[config.mk]
export PLATFORM = sky130hd
export DESIGN_NAME = udma_stream_writer
export DESIGN_NICKNAME = d
export VERILOG_FILES = /design/src/rtl/udma_stream_writer.sv
export SDC_FILE = /design/constraint.sdc
export NUM_CORES = 1
export LEC_CHECK = 0
export BUFFER_PORTS_ARGS = -buffer_cell sky130_fd_sc_hd__buf_4
export CORE_MARGIN = 4
export CORE_UTILIZATION = 55
export CTS_BUF_LIST = sky130_fd_sc_hd__clkbuf_4 sky130_fd_sc_hd__clkbuf_8 sky130_fd_sc_hd__clkbuf_16
export DETAILED_ROUTE_END_ITERATION = 10
export GPL_ROUTABILITY_DRIVEN = 0
export PLACE_DENSITY = 0.87
export SLEW_MARGIN = 15
export SYNTH_ARGS = -nofsm -noshare
export SYNTH_HDL_FRONTEND = slang
export SYNTH_SLANG_ARGS = --single-unit
[constraint.sdc]
create_clock -name clk_i -period 6.6 [get_ports clk_i]
set_clock_uncertainty 0.1 [all_clocks]
set_input_delay 1.32 -clock clk_i [delete_from_list [all_inputs] [get_ports clk_i]]
set_output_delay 1.32 -clock clk_i [all_outputs]
set_load 0.05 [all_outputs]
[src/rtl/udma_stream_writer.sv]
// rtl/udma_stream_writer.sv - stream-to-L2 circular buffer writer with spoof mirror
module udma_stream_writer #(
  parameter int unsigned L2_AWIDTH_NOAL  = 16,
  parameter int unsigned DATA_WIDTH      = 32,
  parameter int unsigned STREAM_ID_WIDTH = 2,
  parameter int unsigned INST_ID         = 0,
  parameter int unsigned FIFO_DEPTH      = 4
) (
  input  logic                       clk_i,
  input  logic                       rst_i,
  input  logic                       cmd_clr_i,
  input  logic                       cfg_en_i,
  input  logic [L2_AWIDTH_NOAL-1:0]  cfg_base_i,
  input  logic [L2_AWIDTH_NOAL-1:0]  cfg_size_i,
  input  logic [DATA_WIDTH-1:0]      in_stream_data_i,
  input  logic [1:0]                 in_stream_datasize_i,
  input  logic                       in_stream_valid_i,
  input  logic                       in_stream_sot_i,
  input  logic                       in_stream_eot_i,
  output logic                       in_stream_ready_o,
  output logic                       rx_ch_req_o,
  output logic [L2_AWIDTH_NOAL-1:0]  rx_ch_addr_o,
  output logic [1:0]                 rx_ch_datasize_o,
  output logic [DATA_WIDTH-1:0]      rx_ch_data_o,
  input  logic                       rx_ch_gnt_i,
  output logic                       spoof_req_o,
  output logic                       spoof_gnt_o,
  output logic [L2_AWIDTH_NOAL-1:0]  spoof_addr_o,
  output logic [STREAM_ID_WIDTH-1:0] spoof_dest_o,
  output logic [1:0]                 spoof_datasize_o,
  output logic                       done_o,
  output logic                       wrap_o,
  output logic                       err_o
);

  localparam int unsigned PW = $clog2(FIFO_DEPTH);
  localparam int unsigned CW = PW + 1;
  localparam int unsigned AW = L2_AWIDTH_NOAL;

  typedef enum logic [1:0] {
    ST_IDLE  = 2'd0,
    ST_RUN   = 2'd1,
    ST_DRAIN = 2'd2
  } state_e;

  typedef struct packed {
    logic [DATA_WIDTH-1:0] data;
    logic [1:0]            size;
    logic                  sot;
    logic                  eot;
  } entry_t;

  state_e        state_q;
  entry_t        mem_q [FIFO_DEPTH];
  entry_t        head;
  logic [PW-1:0] wr_ptr_q, wr_ptr_d;
  logic [PW-1:0] rd_ptr_q, rd_ptr_d;
  logic [CW-1:0] count_q, count_d;
  logic [AW-1:0] r_ptr_q, r_ptr_d;
  logic [AW-1:0] r_off_q, r_off_d;
  logic          done_q, done_d;
  logic          wrap_q, wrap_d;
  logic          err_q, err_d;

  logic          fifo_empty, fifo_full;
  logic          active, ready, accept, push, bad_beat, req, grant;
  logic [AW-1:0] eff_addr, eff_off, nb, off_next;
  logic          wrap_hit;

  assign head       = mem_q[rd_ptr_q];
  assign fifo_empty = (count_q == '0);
  assign fifo_full  = (count_q == CW'(FIFO_DEPTH));
  assign active     = (state_q == ST_RUN) || (state_q == ST_DRAIN);

  // ready uses only registered FIFO state, so a full FIFO never sees push+pop together
  assign ready    = !fifo_full && cfg_en_i && (state_q == ST_RUN) && !cmd_clr_i;
  assign accept   = in_stream_valid_i && ready;
  assign bad_beat = accept && (in_stream_datasize_i == 2'b11);
  assign push     = accept && (in_stream_datasize_i != 2'b11);
  assign req      = active && !fifo_empty;
  assign grant    = req && rx_ch_gnt_i;

  // A start-of-transfer beat restarts at the buffer base with a zero offset
  always_comb begin
    eff_addr = head.sot ? cfg_base_i : r_ptr_q;
    eff_off  = head.sot ? '0 : r_off_q;
    case (head.size)
      2'b00:   nb = AW'(1);
      2'b01:   nb = AW'(2);
      default: nb = AW'(4);
    endcase
    off_next = eff_off + nb;
    wrap_hit = (cfg_size_i != '0) && (off_next >= cfg_size_i);
  end

  always_comb begin
    wr_ptr_d = wr_ptr_q;
    rd_ptr_d = rd_ptr_q;
    count_d  = count_q;
    r_ptr_d  = r_ptr_q;
    r_off_d  = r_off_q;
    done_d   = grant && head.eot;
    wrap_d   = grant && wrap_hit;
    err_d    = err_q || bad_beat;

    if (push) begin
      wr_ptr_d = wr_ptr_q + PW'(1);
    end
    if (grant) begin
      rd_ptr_d = rd_ptr_q + PW'(1);
    end
    case ({push, grant})
      2'b10:   count_d = count_q + CW'(1);
      2'b01:   count_d = count_q - CW'(1);
      default: count_d = count_q;
    endcase

    if ((state_q == ST_IDLE) && cfg_en_i) begin
      r_ptr_d = cfg_base_i;
      r_off_d = '0;
    end else if (grant) begin
      if (wrap_hit) begin
        r_ptr_d = cfg_base_i;
        r_off_d = '0;
      end else begin
        r_ptr_d = eff_addr + nb;
        r_off_d = off_next;
      end
    end
  end

  always_ff @(posedge clk_i) begin
    if (rst_i || cmd_clr_i) begin
      state_q  <= ST_IDLE;
      wr_ptr_q <= '0;
      rd_ptr_q <= '0;
      count_q  <= '0;
      r_ptr_q  <= '0;
      r_off_q  <= '0;
      done_q   <= 1'b0;
      wrap_q   <= 1'b0;
      err_q    <= 1'b0;
    end else begin
      wr_ptr_q <= wr_ptr_d;
      rd_ptr_q <= rd_ptr_d;
      count_q  <= count_d;
      r_ptr_q  <= r_ptr_d;
      r_off_q  <= r_off_d;
      done_q   <= done_d;
      wrap_q   <= wrap_d;
      err_q    <= err_d;
      case (state_q)
        ST_IDLE:  if (cfg_en_i)   state_q <= ST_RUN;
        ST_RUN:   if (!cfg_en_i)  state_q <= ST_DRAIN;
        ST_DRAIN: if (fifo_empty) state_q <= ST_IDLE;
        default:                  state_q <= ST_IDLE;
      endcase
    end
  end

  // Storage is not reset; the pointers and count define which entries are live
  always_ff @(posedge clk_i) begin
    if (push) begin
      mem_q[wr_ptr_q] <= '{data: in_stream_data_i, size: in_stream_datasize_i,
                           sot: in_stream_sot_i, eot: in_stream_eot_i};
    end
  end

  assign in_stream_ready_o = ready;
  assign rx_ch_req_o       = req;
  assign rx_ch_addr_o      = req ? eff_addr : '0;
  assign rx_ch_datasize_o  = req ? head.size : 2'b00;
  assign rx_ch_data_o      = req ? head.data : '0;

  assign spoof_req_o      = req;
  assign spoof_gnt_o      = grant;
  assign spoof_addr_o     = rx_ch_addr_o;
  assign spoof_dest_o     = STREAM_ID_WIDTH'(INST_ID);
  assign spoof_datasize_o = rx_ch_datasize_o;

  assign done_o = done_q;
  assign wrap_o = wrap_q;
  assign err_o  = err_q;

endmodule

# Yosys cells after proc, flatten, opt, wreduce, memory -nomap -nowiden
# Memory sizes are Yosys's and may differ from the RTL's. A register that Yosys moved wholly into a read port is not among the register bits.
# Cells that the tools add are included.
# word_totals
ram_bits,144
mem_count,1
wordCells,73
reg_bits,44
# op_classes
reduce_logical,26
addsub,6
n_mux,19
eq_ne,11
magnitude_cmp,1
# memory_table
name,depth,width,read_ports,rd_clocked_by_memory_dff,wr,line,text
mem_q,4,36,1,1,1,54,entry_t mem_q [FIFO_DEPTH];
# op_table
operator,n
$mux 16,7
$add 16x16->16,2
$mux 32,1
$ge 16x16->1,1
$reduce_bool 16->1,1
$logic_and 1x1->1,12
$mux 2,6
$pmux 3 s2,2
$ne 2x2->1 const B,4
$eq 2x1->1 const B,3
$eq 2x2->1 const B,3
$pmux 2 s3,1
$add 2x1->2 const B,2
$logic_not 2->1,2
$reduce_bool 2->1,2
$add 3x1->3 const B,1
$eq 3x3->1 const B,1
$logic_not 1->1,3
$logic_not 3->1,1
$logic_or 1x1->1,3
$reduce_and 3->1,1
$sub 3x1->3 const B,1
$mux 1,2
$reduce_or 2->1,1

# Depth between registers and ports, before layout
# Gate-level depths: netlist of the first run.
# depth
depth_word,9
depth_mapped,26

# Worst setup path before layout of the first run
# Ideal clock, no wire load.
# synth_timing
kind,reg2reg
start,register (tool-made name)
end,register r_ptr_q[3]
synth_period_minus_slack_ns,5.358
path_buffers,7
setup_time_ns,0.133
stages_incl_launch_ff,24
arrival_ns,5.124
slack_ns,1.242
required_ns,6.367
path_cell_list,dfxtp_1 -> buf_6 -> mux4_2 -> buf_4 -> clkbuf_1 -> clkbuf_1 -> clkbuf_1 -> nor2b_1 -> ha_1 -> o21ai_0 -> a2111oi_0 -> nand4_1 -> xor2_1 -> nor2_1 -> ha_1 -> and4_1 -> a221oi_1 -> a211o_1 -> and2_1 -> clkbuf_1 -> clkbuf_1 -> o21ai_0 -> a32oi_1 -> o32ai_1
# synth_lines
element,line,text
"end signal, assigned",147,r_ptr_q <= r_ptr_d;
"end, declared",59,"logic [AW-1:0] r_ptr_q, r_ptr_d;"

==> results of run 1 <==
worst paths after layout:
check | end | slack [ns] | start | depth (start not counted)
setup / recovery | r_off_q[9]$_SDFFE_PP0P_ | 0.93 | register | 15
hold / removal | r_off_q[0]$_SDFFE_PP0P_ | 0.38 | r_off_q[0]$_SDFFE_PP0P_ | 2
setup reg to reg | r_off_q[9]$_SDFFE_PP0P_ | 0.93 | register | 15
hold reg to reg | r_off_q[0]$_SDFFE_PP0P_ | 0.38 | r_off_q[0]$_SDFFE_PP0P_ | 2
cell families after synthesis:
logic type | after synthesis
simple gates | 234
flops | 190
compound gates | 133
buf+inv | 93
mux | 51
fa+ha+maj | 31
xor+xnor | 24
other cells | 1
cell usage after synthesis (4+ instances only):
cell                       number  area share
sky130_fd_sc_hd__edfxtp_1     144        0.46
sky130_fd_sc_hd__nand2_1       63       0.025
sky130_fd_sc_hd__nor2_1        55       0.022
sky130_fd_sc_hd__dfxtp_1       46       0.098
sky130_fd_sc_hd__a21oi_1       43       0.023
sky130_fd_sc_hd__and3_1        40       0.027
sky130_fd_sc_hd__mux4_2        36       0.087
sky130_fd_sc_hd__clkbuf_1      31       0.012
sky130_fd_sc_hd__inv_1         31       0.012
sky130_fd_sc_hd__ha_1          30       0.040
sky130_fd_sc_hd__buf_4         23       0.018
sky130_fd_sc_hd__nand3_1       21       0.011
sky130_fd_sc_hd__o21ai_0       20       0.011
sky130_fd_sc_hd__xor2_1        15       0.014
sky130_fd_sc_hd__mux2i_1       11       0.012
sky130_fd_sc_hd__a22o_1         9      0.0084
sky130_fd_sc_hd__nand4_1        9      0.0060
sky130_fd_sc_hd__xnor2_1        9      0.0084
sky130_fd_sc_hd__and2_1         8      0.0053
sky130_fd_sc_hd__nor3_1         8      0.0043
sky130_fd_sc_hd__a31oi_1        6      0.0040
sky130_fd_sc_hd__or3_1          6      0.0040
sky130_fd_sc_hd__a211oi_1       5      0.0040
sky130_fd_sc_hd__and4_1         5      0.0047
sky130_fd_sc_hd__nor4_1         5      0.0033
sky130_fd_sc_hd__a311oi_1       4      0.0037
sky130_fd_sc_hd__buf_1          4      0.0016
cells in the final DEF, fill, tap and decap left out, types with 8 or more instances in the layout:
cell / count
sky130_fd_sc_hd__edfxtp_1: 144
sky130_fd_sc_hd__mux4_2: 36
sky130_fd_sc_hd__nand4_1: 9
sky130_fd_sc_hd__clkbuf_16: 17
sky130_fd_sc_hd__and3_1: 40
sky130_fd_sc_hd__dfxtp_1: 44
sky130_fd_sc_hd__xor2_1: 15
sky130_fd_sc_hd__ha_1: 30
sky130_fd_sc_hd__buf_4: 156
sky130_fd_sc_hd__inv_1: 31
sky130_fd_sc_hd__xnor2_1: 9
sky130_fd_sc_hd__nand2_1: 63
sky130_fd_sc_hd__a21oi_1: 43
sky130_fd_sc_hd__o21ai_0: 20
sky130_fd_sc_hd__nor2_1: 55
sky130_fd_sc_hd__nand3_1: 21
sky130_fd_sc_hd__a22o_1: 9
sky130_fd_sc_hd__mux2i_1: 11
sky130_fd_sc_hd__nor3_1: 8
report_power, final:
part / internal, mW / switching (mW)
clock: 0.542 / 0.486
combinational: 0.0546 / 0.0771
sequential: 1.29 / 0.00547
total: 1.88 / 0.568
metal layers:
metal | part of all wire | vias up | routed length [um] | track usage
met4 | 0.012 | 0 | 248 | 0.0556
met5 | 0 | - | 0 | 0
met3 | 0.087 | 25 | 1840 | 0.0511
met2 | 0.50 | 316 | 10500 | 0.375
met1 | 0.40 | 3227 | 8520 | 0.288
li1 | - | 3075 | - | -
area by class of cell:
class	count	area [um^2]
timing repair buffer	156	1170
tap	220	275
fill	1164	5560
sequential	190	5250
clock inverter	15	163
inverter	32	120
multi-input combinational	475	3680
clock buffer	17	425
critical path, stage by stage, from the launching register on:
cell and delay [ns]:
sky130_fd_sc_hd__dfxtp_2 0.68, sky130_fd_sc_hd__mux4_2 0.74, sky130_fd_sc_hd__nor2_1 0.21, sky130_fd_sc_hd__ha_1 0.25, sky130_fd_sc_hd__o21ai_0 0.14, sky130_fd_sc_hd__a2111oi_0 0.65
sky130_fd_sc_hd__nand4_1 0.19, sky130_fd_sc_hd__xor2_1 0.17, sky130_fd_sc_hd__nor2_1 0.14, sky130_fd_sc_hd__ha_1 0.27, sky130_fd_sc_hd__and4_1 0.20, sky130_fd_sc_hd__a221oi_1 0.36
sky130_fd_sc_hd__a211o_1 0.19, sky130_fd_sc_hd__nand2_1 0.27, sky130_fd_sc_hd__nor3_1 0.78, sky130_fd_sc_hd__a22o_1 0.26
sequential cells by signal (all words and copies together) (netlist names), named ones only:
signal and flops:
done_o 1, mem_q 144, state_q 2, err_o 1, r_ptr_q 16, rd_ptr_q 2, count_q 3, r_off_q 16
wrap_o 1, wr_ptr_q 2
==> summary.json, run 1 <==
{
  "yosys": {
    "yosys_register_bits": 190,
    "syn_area_per_cell_um2": 12.4,
    "post_synth_num_cell_types": 73,
    "synth_xor_xnor_area_share": 0.0224,
    "synth_edf_count": 144,
    "syn_area_um2": 9370,
    "largest_family_of_logic_cells_by_synthesized_area": "simple AND/OR/NAND/NOR gates",
    "post_synth_and_or_nand_nor_area_fraction": 0.126,
    "yosysSeqAreaShare": 0.560,
    "synth_flop_cell": "sky130_fd_sc_hd__edfxtp_1",
    "synth_fa_ha_area_frac": 0.0422,
    "synth_compound_area_frac": 0.0979,
    "async_flop_share": 0,
    "synth_warnings": 0,
    "multiplexer_area_fraction_after_synthesis": 0.104,
    "syn_inst": 757
  },
  "clock_network": {
    "cts-buffers-inserted": 17,
    "clockBufferDepth": 2,
    "clock_pin_slew_of_the_registers_on_the_worst_case_setup_and_hold_paths_ns": 0.07,
    "cts-root-buf": "sky130_fd_sc_hd__clkbuf_16",
    "post_cts_gate_resize_count": 0,
    "tritoncts": "built",
    "clkLatencyLatePin_ns": 0.44,
    "post_cts.repair.setup_buffers": 0,
    "holdBufCountCts": 0,
    "h-tree-depth": 4,
    "clkSinkCount": 190
  },
  "drt": {
    "detail_route.vias_per_cell": 6.01,
    "total_via_count_in_the_routed_design": 6643,
    "antenna_left": 0,
    "drt_pass1_iterations": 6,
    "drtIter0Drc": 659,
    "post-route-drc-count": 0,
    "avgRoutedWirePerCell_um": 19.1,
    "totalWireLength_um": 21100
  },
  "job": {
    "max_cap_violations": 0
  },
  "finish": {
    "finish.net_count": 977,
    "diode_count": 0,
    "post_route_cell_area_um2": 11100,
    "post_layout_nonfiller_instances": 1105,
    "final_core_util": 0.666,
    "ratio_of_cells_with_drive_above_1_in_the_final_layout": 0.280,
    "synthToLayoutAreaGrowth_pct": 18.4
  },
  "timing": {
    "layout_setup_ws_ns": 0.929,
    "unrepaired_setup_endpoints_after_global_routing": "no",
    "clock.fmax_mhz": 176,
    "report.final.setup_viol": 0,
    "relSlewSlack": 0.296,
    "finalWorstPathRequiredPeriod_ns": 5.67,
    "finalHoldWorstSlack_ns": 0.376,
    "report.final.hold_viol_count": 0,
    "worst-slew-pin-transition_ns": 1.06,
    "post-route-period-util": 0.859,
    "finalMaxSlewViolations": 0,
    "fin_setup_tns_ns": 0
  },
  "power": {
    "leakage_power_figure_nw": 4.17,
    "total_power_mw": 2.45,
    "power.ir.vdd_worst_mv": 0.206,
    "power-per-cell-area_nw_per_um2": 221
  },
  "floorplan": {
    "floorplan.die.width_um": 139,
    "io-pin-count": 151,
    "initial_core_util": 0.563,
    "dieArea_um2": 19200,
    "die_ht_um": 139,
    "floorplan.core_area_um2": 16600,
    "fp-row-count": 47
  },
  "placement": {
    "placement.setup.worst_slack_ns": 0.963,
    "io_buffers": 148,
    "dpl.cell_count": 1073,
    "instance_area_after_placement_um2": 10500,
    "dp_hpwl_um": 14000
  },
  "critical_path": {
    "cp_data_arrival_time_ns": 5.95,
    "worstSetupEndpointType": "register",
    "critical_path_required_ns": 6.88,
    "cp_max_fanout": 16,
    "criticalPathCategory": "register to register",
    "setup.worst_path.start_class": "register"
  },
  "grt": {
    "antenna_found_initial": 0,
    "grt_util_all_layers": 0.220,
    "grt_pass1_wl_um": 34000,
    "number_of_global_route_vias_before_repair": 6560,
    "grt_start_max_net_pins": 52,
    "globalRoute.totalOverflow": 0
  },
  "status": {
    "run_status": "finished clean"
  },
  "min_path": {
    "hp-class": "register to register"
  }
}
No activity file was read; power rests on OpenSTA's default activity.
==> run 2, diff against run 1 <==
--- a/config.mk
+++ b/config.mk
@@ -5,7 +5,9 @@
 export SDC_FILE = /design/constraint.sdc
 export NUM_CORES = 1
 export LEC_CHECK = 0
+export ABC_AREA = 1
 export BUFFER_PORTS_ARGS = -buffer_cell sky130_fd_sc_hd__buf_4
+export CAP_MARGIN = 15
 export CORE_MARGIN = 4
 export CORE_UTILIZATION = 55
 export CTS_BUF_LIST = sky130_fd_sc_hd__clkbuf_4 sky130_fd_sc_hd__clkbuf_8 sky130_fd_sc_hd__clkbuf_16
==> summary.json, run 2 <==
{
  "status": {
    "run_status": "finished clean"
  },
  "finish": {
    "post_layout_nonfiller_instances": {"value": 1454, "change": "+32%"},
    "layout_top_registers": "mem_q (144), r_off_q (16), r_ptr_q (16)",
    "finish.net_count": {"value": 1321, "change": "+35%"},
    "largest_reg_flops": {"value": 144, "change": "unchanged"},
    "layout_common_cells": "180 x sky130_fd_sc_hd__nor2_1, 177 x sky130_fd_sc_hd__nand2_1, 158 x sky130_fd_sc_hd__buf_4",
    "synthToLayoutAreaGrowth_pct": 17.8,
    "diode_count": {"value": 0, "change": "unchanged"},
    "post_route_cell_area": {"value": 11400, "unit": "um^2", "change": "+3.0%"},
    "ratio_of_cells_with_drive_above_1_in_the_final_layout": {"value": 0.188, "change": "-0.0923"},
    "max_flop_register": "mem_q",
    "final_common_cell": "sky130_fd_sc_hd__nor2_1"
  },
  "placement": {
    "io_buffers": {"value": 148, "change": "unchanged"},
    "dp_hpwl": {"value": 14700, "unit": "um", "change": "+4.9%"},
    "dpl.cell_count": {"value": 1422, "change": "+33%"},
    "instance_area_after_placement": {"value": 10800, "unit": "um^2", "change": "+3.1%"}
  },
  "yosys": {
    "netlist_top_cells_area": "sky130_fd_sc_hd__edfxtp_1 45%, sky130_fd_sc_hd__dfxtp_1 9.5%, sky130_fd_sc_hd__nor2_1 7.1%",
    "post_synth_num_cell_types": {"value": 41, "change": "-44%"},
    "yosysMostFrequentCell": "sky130_fd_sc_hd__nor2_1",
    "synth_top_cell_area_share": {"value": 0.446, "change": "-0.0156"},
    "async_flop_share": {"value": 0, "change": "unchanged"},
    "yosysSeqAreaShare": {"value": 0.541, "change": "-0.0189"},
    "ys_top_cells_by_count": "184 x sky130_fd_sc_hd__nor2_1, 178 x sky130_fd_sc_hd__nand2_1, 144 x sky130_fd_sc_hd__edfxtp_1, 111 x sky130_fd_sc_hd__inv_1, 93 x sky130_fd_sc_hd__a21oi_1",
    "syn_area": {"value": 9690, "unit": "um^2", "change": "+3.5%"},
    "synth_edf_count": {"value": 144, "change": "unchanged"},
    "syn_inst": {"value": 1104, "change": "+46%"},
    "syn_area_per_cell": {"value": 8.78, "unit": "um^2", "change": "-29%"},
    "synth_flop_cell": "sky130_fd_sc_hd__edfxtp_1",
    "synth_warnings": {"value": 0, "change": "unchanged"},
    "yosys_register_bits": {"value": 190, "change": "unchanged"},
    "largest_area_contributor_in_the_netlist": "sky130_fd_sc_hd__edfxtp_1"
  },
  "grt": {
    "grt_start_max_net_pins": {"value": 72, "change": "+38%"},
    "globalRoute.totalOverflow": {"value": 0, "change": "unchanged"},
    "grt_pass1_wl": {"value": 36200, "unit": "um", "change": "+6.6%"},
    "grt_util_all_layers": {"value": 0.230, "change": "+0.00939"},
    "antenna_found_initial": {"value": 0, "change": "unchanged"},
    "number_of_global_route_vias_before_repair": {"value": 7624, "change": "+16%"}
  },
  "floorplan": {
    "floorplan.die.width": {"value": 141, "unit": "um", "change": "+1.6%"},
    "die_ht": {"value": 141, "unit": "um", "change": "+1.6%"},
    "fp-row-count": {"value": 48, "change": "+2.1%"},
    "initial_core_util": {"value": 0.560, "change": "-0.00234"},
    "dieArea": {"value": 19800, "unit": "um^2", "change": "+3.3%"},
    "floorplan.core_area": {"value": 17300, "unit": "um^2", "change": "+3.9%"},
    "io-pin-count": {"value": 151, "change": "unchanged"}
  },
  "clock_network": {
    "clkSinkCount": {"value": 190, "change": "unchanged"},
    "clockBufferDepth": {"value": 2, "change": "unchanged"},
    "h-tree-depth": {"value": 4, "change": "unchanged"},
    "cts-root-buf": "sky130_fd_sc_hd__clkbuf_16",
    "cts-buffers-inserted": {"value": 17, "change": "unchanged"},
    "clkLatencyLatePin": {"value": 0.43, "unit": "ns", "change": "about the same"},
    "post_cts.repair.setup_buffers": {"value": 0, "change": "unchanged"},
    "tritoncts": "built",
    "post_cts_gate_resize_count": {"value": 0, "change": "unchanged"},
    "clock_pin_slew_of_the_registers_on_the_worst_case_setup_and_hold_paths": {"value": 0.07, "unit": "ns", "change": "about the same"},
    "holdBufCountCts": {"value": 0, "change": "unchanged"}
  },
  "timing": {
    "clock.fmax": {"value": 173, "unit": "MHz", "change": "-2.1%"},
    "report.final.setup_viol": {"value": 0, "change": "unchanged"},
    "report.final.hold_viol_count": {"value": 0, "change": "unchanged"},
    "relSlewSlack": {"value": 0.222, "change": "-0.0748"},
    "unrepaired_setup_endpoints_after_global_routing": "no",
    "fin_setup_tns": {"value": 0, "unit": "ns", "change": "unchanged"},
    "finalMaxSlewViolations": {"value": 0, "change": "unchanged"},
    "finalWorstPathRequiredPeriod": {"value": 5.79, "unit": "ns", "change": "+0.121 ns"},
    "worst-slew-pin-transition": {"value": 1.16, "unit": "ns", "change": "+0.109 ns"},
    "post-route-period-util": {"value": 0.878, "change": "+0.0184"}
  },
  "drt": {
    "drtIter0Drc": {"value": 622, "change": "-5.6%"},
    "post-route-drc-count": {"value": 0, "change": "unchanged"},
    "antenna_left": {"value": 0, "change": "unchanged"},
    "totalWireLength": {"value": 23000, "unit": "um", "change": "+8.9%"},
    "drt_pass1_iterations": {"value": 6, "change": "unchanged"},
    "avgRoutedWirePerCell": {"value": 15.8, "unit": "um", "change": "-17%"},
    "total_via_count_in_the_routed_design": {"value": 7968, "change": "+20%"},
    "detail_route.vias_per_cell": {"value": 5.48, "change": "-8.8%"}
  },
  "critical_path": {
    "criticalPathCategory": "register to register",
    "timing.critical_path.slowest_cell_delay": {"value": 0.62, "unit": "ns", "change": "-0.16 ns"},
    "crit_chain": "buf_4 -> nand3_2 -> nand2_4 -> inv_2 -> nor2_1 -> ha_1 -> inv_1 -> nand2_1 -> nand3_1 -> nand2_1 -> nand4_1 -> and2_1 -> ha_1 -> nand2_1 -> nor3_1 -> nand3_1 -> nand3_1 -> nand2_1 -> nand2_1 -> clkinv_1 -> nand2_1 -> nand3_1 -> o211ai_1 -> inv_1",
    "worstSetupEndpointType": "register",
    "setup.worst_path.start_class": "register",
    "cp_max_fanout": {"value": 38, "change": "+22"},
    "timing.critical_path.buf_inv": {"value": 5, "change": "+5"},
    "critical_path.slowest_cell": "sky130_fd_sc_hd__clkinv_1",
    "worst_path_most_repeated_cell": "sky130_fd_sc_hd__nand2_1",
    "critPathTopFamily": "simple AND/OR/NAND/NOR gates",
    "cp_data_arrival_time": {"value": 6.01, "unit": "ns", "change": "+0.06 ns"},
    "critical_path_required": {"value": 6.82, "unit": "ns", "change": "-0.06 ns"}
  },
  "job": {
    "max_cap_violations": {"value": 0, "change": "unchanged"}
  },
  "power": {
    "power.ir.vdd_worst": {"value": 0.199, "unit": "mV", "change": "-3.7%"},
    "power-per-cell-area": {"value": 215, "unit": "nW/um^2", "change": "-2.9%"},
    "leakage_power_figure": {"value": 4.79, "unit": "nW", "change": "+15%"}
  },
  "min_path": {
    "hp-class": "register to register"
  }
}
==> run 2: changes by cell type after synthesis, moves of 40 or more <==
| cell | delta |
|---|---|
| sky130_fd_sc_hd__nand2_1 | +115 |
| sky130_fd_sc_hd__nor2_1 | +129 |
| sky130_fd_sc_hd__and3_1 | -40 |
| sky130_fd_sc_hd__nand3_1 | +53 |
| sky130_fd_sc_hd__a21oi_1 | +50 |
| sky130_fd_sc_hd__o21ai_0 | +68 |
| sky130_fd_sc_hd__inv_1 | +80 |
==> run 2: path summary, 6_finish.rpt <==
kind,start,endpoint,slack (ns),depth (start not counted)
worst min register to register,r_ptr_q[15]$_SDFFE_PP0P_,r_ptr_q[15]$_SDFFE_PP0P_,0.36,2
worst min-delay path,r_ptr_q[15]$_SDFFE_PP0P_,r_ptr_q[15]$_SDFFE_PP0P_,0.36,2
worst max register to register,register,r_ptr_q[1]$_SDFFE_PP0P_,0.81,24
worst max-delay path,register,r_ptr_q[1]$_SDFFE_PP0P_,0.81,24
==> run 2: per-stage QoR <==
stage	worst slack, ns	hold WS (ns)	util	total power [mW]
6_report	0.808	0.362	0.660	2.45
5_1_grt	0.224	0.383	0.660	2.53
4_1_cts	0.873	0.362	0.660	2.46
3_5_place_dp	0.923	0.351	0.626	1.45
3_3_place_gp	1.15	0.340	0.626	1.44
2_1_floorplan	2.28	0.341	-	1.39
==> run 2: cell families (layout without fill, tap and decap cells) <==
logic type,Yosys count,in the layout,synth area share
AND/OR/NAND/NOR,503,503,0.229
flip-flops,190,190,0.541
AO/OA/AOI/OAI,189,189,0.0991
buffers and inverters,185,309,0.0847
adder cells (fa/ha/maj),31,31,0.0408
XOR/XNOR,5,5,0.00452
other,1,2,0.000387
==> run 2: tightest hold or removal path, cell delays in order, from the launching register on <==
cell and delay, ns:
sky130_fd_sc_hd__dfxtp_1 0.31, sky130_fd_sc_hd__nand2_1 0.06, sky130_fd_sc_hd__a21oi_1 0.05
==> run 2: cell type report <==
type,count,area (um^2)
clock buffer,17,425
clock inverter,15,171
fill,1350,5870
inverter,119,447
multi-input combinational,730,3660
sequential,190,5250
tap,225,282
timing repair buffer,158,1190
==> run 2: power breakdown <==
group	switching (mW)	internal, mW	leakage (nW)	total [mW]
clock	0.488	0.541	0.288	1.03
sequential	0.00365	1.29	1.67	1.29
combinational	0.0787	0.0526	2.83	0.131
total	0.570	1.88	4.79	2.45
==> run 2: per-layer routing <==
| metal | vias up | GRT usage | routed length [um] |
|---|---|---|---|
| met3 | 61 | 0.0560 | 1980 |
| met4 | 0 | 0.0948 | 666 |
| li1 | 3875 | - | - |
| met2 | 359 | 0.410 | 11700 |
| met1 | 3673 | 0.264 | 8650 |
| met5 | - | 0 | 0 |
==> run 3, diff against run 2 <==
==> constraint.sdc (replaced) <==
create_clock -name clk_i -period 6.5 [get_ports clk_i]
set_clock_uncertainty 0.1 [all_clocks]
set_input_delay 1.3 -clock clk_i [delete_from_list [all_inputs] [get_ports clk_i]]
set_output_delay 1.3 -clock clk_i [all_outputs]
set_load 0.05 [all_outputs]
==> summary.json, run 3 (synthesis results as in run 2) <==
{
  "status": {
    "run_status": "finished clean"
  },
  "critical_path": {
    "cp_max_fanout": {"value": 33, "change": "-13%"},
    "worst_path_most_repeated_cell": "sky130_fd_sc_hd__nand2_1",
    "timing.reg2reg.worst_path_depth": {"value": 24, "change": "unchanged"},
    "critical_path.slowest_cell": "sky130_fd_sc_hd__dfxtp_2",
    "cp_data_arrival_time": {"value": 6.14, "unit": "ns", "change": "+0.13 ns"},
    "worst-r2r-setup-slack": {"value": 0.62, "unit": "ns", "change": "-0.19 ns"},
    "critical_path_required": {"value": 6.76, "unit": "ns", "change": "-0.06 ns"},
    "timing.critical_path.slowest_cell_delay": {"value": 0.75, "unit": "ns", "change": "+0.13 ns"},
    "timing.critical_path.buf_inv": {"value": 4, "change": "-1"},
    "worstSetupEndpointType": "register",
    "criticalPathCategory": "register to register",
    "critPathTopFamily": "simple AND/OR/NAND/NOR gates",
    "crit_chain": "inv_2 -> nand2_1 -> nand3_2 -> nand2_4 -> inv_2 -> nor2_1 -> ha_1 -> inv_1 -> nand2_1 -> nand3_1 -> nand2_1 -> nand4_1 -> and2_1 -> ha_1 -> nand2_1 -> nor3_1 -> nand3_1 -> nand3_1 -> nand2_1 -> nand2_1 -> clkinv_1 -> nand3_1 -> o21ai_0 -> a21oi_1",
    "reg2reg_to": "r_ptr_q[5]$_SDFFE_PP0P_",
    "setup.worst_path.start_class": "register"
  },
  "finish": {
    "ratio_of_cells_with_drive_above_1_in_the_final_layout": {"value": 0.188, "change": "about the same"},
    "synthToLayoutAreaGrowth": {"value": 17.8, "unit": "%", "change": "about the same"},
    "diode_count": {"value": 0, "change": "unchanged"},
    "multi_input_logic_area": {"value": 3660, "unit": "um^2", "change": "unchanged"},
    "register_area": {"value": 5250, "unit": "um^2", "change": "unchanged"},
    "layout_common_cells": "180 x sky130_fd_sc_hd__nor2_1, 177 x sky130_fd_sc_hd__nand2_1, 158 x sky130_fd_sc_hd__buf_4",
    "max_flop_register": "mem_q",
    "fill_cells": {"value": 1336, "change": "-1.0%"},
    "layout_top_registers": "mem_q (144), r_off_q (16), r_ptr_q (16)",
    "final_common_cell": "sky130_fd_sc_hd__nor2_1",
    "largest_reg_flops": {"value": 144, "change": "unchanged"},
    "finish.net_count": {"value": 1322, "change": "+0.076%"}
  },
  "power": {
    "power.ir.vdd_worst": {"value": 0.209, "unit": "mV", "change": "+5.1%"},
    "power-per-cell-area": {"value": 215, "unit": "nW/um^2", "change": "about the same"},
    "power.clock.fraction": {"value": 0.410, "change": "-0.009"},
    "share_comb_of_total_power": {"value": 0.055, "change": "about the same"},
    "leakage_power_figure": {"value": 4.78, "unit": "nW", "change": "-0.13%"},
    "power.sequential.fraction": {"value": 0.536, "change": "+0.009"},
    "p_int": {"value": 1.87, "unit": "mW", "change": "-0.62%"},
    "total_power": {"value": 2.45, "unit": "mW", "change": "-0.14%"},
    "total_switching_power": {"value": 0.578, "unit": "mW", "change": "+1.4%"},
    "sw_frac_of_total": {"value": 0.236, "change": "+0.00368"}
  },
  "timing": {
    "report.final.hold_viol_count": {"value": 0, "change": "unchanged"},
    "report.final.setup_viol": {"value": 0, "change": "unchanged"},
    "worst-slew-pin-transition": {"value": 0.817, "unit": "ns", "change": "-0.348 ns"},
    "finalHoldWorstSlack": {"value": 0.360, "unit": "ns", "change": "-0.00269 ns"},
    "relSlewSlack": {"value": 0.454, "change": "+0.233"},
    "post-route-period-util": {"value": 0.904, "change": "+0.0266"},
    "unrepaired_setup_endpoints_after_global_routing": "no",
    "clock.fmax": {"value": 170, "unit": "MHz", "change": "-1.4%"},
    "finalMaxSlewViolations": {"value": 0, "change": "unchanged"},
    "finalWorstPathRequiredPeriod": {"value": 5.88, "unit": "ns", "change": "+0.0850 ns"},
    "fin_setup_tns": {"value": 0, "unit": "ns", "change": "unchanged"},
    "layout_setup_ws": {"value": 0.623, "unit": "ns", "change": "-0.185 ns"}
  },
  "clock_network": {
    "cts-root-buf": "sky130_fd_sc_hd__clkbuf_16",
    "clockBufferDepth": {"value": 2, "change": "unchanged"},
    "post_cts.repair.setup_buffers": {"value": 0, "change": "unchanged"},
    "cts-buffers-inserted": {"value": 17, "change": "unchanged"},
    "tritoncts": "built",
    "holdBufCountCts": {"value": 0, "change": "unchanged"},
    "clkLatencyLatePin": {"value": 0.43, "unit": "ns", "change": "about the same"},
    "clkSinkCount": {"value": 190, "change": "unchanged"},
    "post_cts_gate_resize_count": {"value": 0, "change": "unchanged"},
    "h-tree-depth": {"value": 4, "change": "unchanged"},
    "clock_pin_slew_of_the_registers_on_the_worst_case_setup_and_hold_paths": {"value": 0.08, "unit": "ns", "change": "about the same"}
  },
  "drt": {
    "total_via_count_in_the_routed_design": {"value": 7973, "change": "+0.063%"},
    "drt_pass1_iterations": {"value": 5, "change": "-1"},
    "totalWireLength": {"value": 23000, "unit": "um", "change": "-0.19%"},
    "drtIter0Drc": {"value": 694, "change": "+12%"},
    "detail_route.vias_per_cell": {"value": 5.48, "change": "about the same"},
    "post-route-drc-count": {"value": 0, "change": "unchanged"},
    "antenna_left": {"value": 0, "change": "unchanged"},
    "avgRoutedWirePerCell": {"value": 15.8, "unit": "um", "change": "-0.26%"}
  },
  "grt": {
    "globalRoute.totalOverflow": {"value": 0, "change": "unchanged"},
    "grt_start_max_net_pins": {"value": 72, "change": "unchanged"},
    "grt_pass1_wl": {"value": 37100, "unit": "um", "change": "+2.3%"},
    "antenna_found_initial": {"value": 0, "change": "unchanged"},
    "grt_util_all_layers": {"value": 0.232, "change": "+0.00248"},
    "number_of_global_route_vias_before_repair": {"value": 7636, "change": "+0.16%"}
  },
  "floorplan": {
    "fp-row-count": {"value": 48, "change": "unchanged"},
    "io-pin-count": {"value": 151, "change": "unchanged"},
    "dieArea": {"value": 19800, "unit": "um^2", "change": "unchanged"},
    "initial_core_util": {"value": 0.560, "change": "unchanged"},
    "floorplan.core_area": {"value": 17300, "unit": "um^2", "change": "unchanged"},
    "floorplan.die.width": {"value": 141, "unit": "um", "change": "unchanged"},
    "die_ht": {"value": 141, "unit": "um", "change": "unchanged"}
  },
  "min_path": {
    "worst_hold_path.endpoint": "err_o$_SDFF_PP0_",
    "timing.hold.worst_path_depth": {"value": 2, "change": "unchanged"},
    "hold_start": "err_o$_SDFF_PP0_",
    "hp-class": "register to register"
  },
  "job": {
    "max_cap_violations": {"value": 0, "change": "unchanged"}
  },
  "placement": {
    "placement.setup.worst_slack": {"value": 0.766, "unit": "ns", "change": "-0.157 ns"},
    "dp_hpwl": {"value": 14500, "unit": "um", "change": "-0.99%"},
    "io_buffers": {"value": 148, "change": "unchanged"}
  }
}
## run 3: cell count changes in the layout (fill, tap and decap cells not counted)
cell,previous run,this run
sky130_fd_sc_hd__clkinv_4,1,3
sky130_fd_sc_hd__buf_12,0,1
sky130_fd_sc_hd__bufinv_16,1,0
sky130_fd_sc_hd__clkinv_1,2,3
sky130_fd_sc_hd__clkinv_2,1,0
sky130_fd_sc_hd__inv_8,4,3
## run 3: power groups by stage
| stage | combinational, mW | clock, mW | sequential [mW] |
|---|---|---|---|
| after floorplan | 0.0690 | 0 | 1.34 |
| after global placement | 0.126 | 0 | 1.34 |
| after detailed placement | 0.131 | 0 | 1.34 |
| after CTS | 0.132 | 1.02 | 1.31 |
| after global routing | 0.149 | 1.07 | 1.31 |
| final | 0.134 | 1.00 | 1.31 |
## run 3: through the flow
step           std cells  cell area (um^2)   util
2_1_floorplan       1105              9700      -
3_3_place_gp        1422             10800  0.626
3_5_place_dp        1422             10800  0.626
4_1_cts             1454             11400  0.659
5_1_grt             1455             11400  0.660
6_report            1455             11400  0.660
## run 3: area by class of cell
class / instances / area share
Inverter: 119 / 0.0391
Tap cell: 225 / 0.0247
Timing Repair Buffer: 159 / 0.106
Clock inverter: 15 / 0.0128
Sequential cell: 190 / 0.460
Clock buffer: 17 / 0.0373
Multi-Input combinational cell: 730 / 0.321
## run 3: worst min-delay path, delay by kind of cell (launching register included)
family                 cells  cell delay [ns]
DFF                        1             0.31
AOI/OAI and AO/OA          1             0.05
buffers and inverters      1             0.05
## run 3: worst max-delay path by stage
stage / start / endpoint / slack (ns) / cells after the start
2_1_floorplan: cfg_en_i / mem_q[0][0]$_DFFE_PP_ / 2.20 / 8
3_3_place_gp: register / r_ptr_q[1]$_SDFFE_PP0P_ / 1.03 / 25
3_5_place_dp: register / r_ptr_q[5]$_SDFFE_PP0P_ / 0.77 / 23
4_1_cts: register / r_ptr_q[5]$_SDFFE_PP0P_ / 0.72 / 23
5_1_grt: register / r_ptr_q[5]$_SDFFE_PP0P_ / 0.04 / 24
6_report: register / r_ptr_q[5]$_SDFFE_PP0P_ / 0.62 / 24
## run 3: routing by layer
metal | vias to the layer above | global-route usage | wire length [um]
met5 | - | 0 | 0
met4 | 0 | 0.0933 | 641
met3 | 60 | 0.0536 | 1930
met1 | 3671 | 0.282 | 8970
li1 | 3880 | - | -
met2 | 362 | 0.401 | 11400
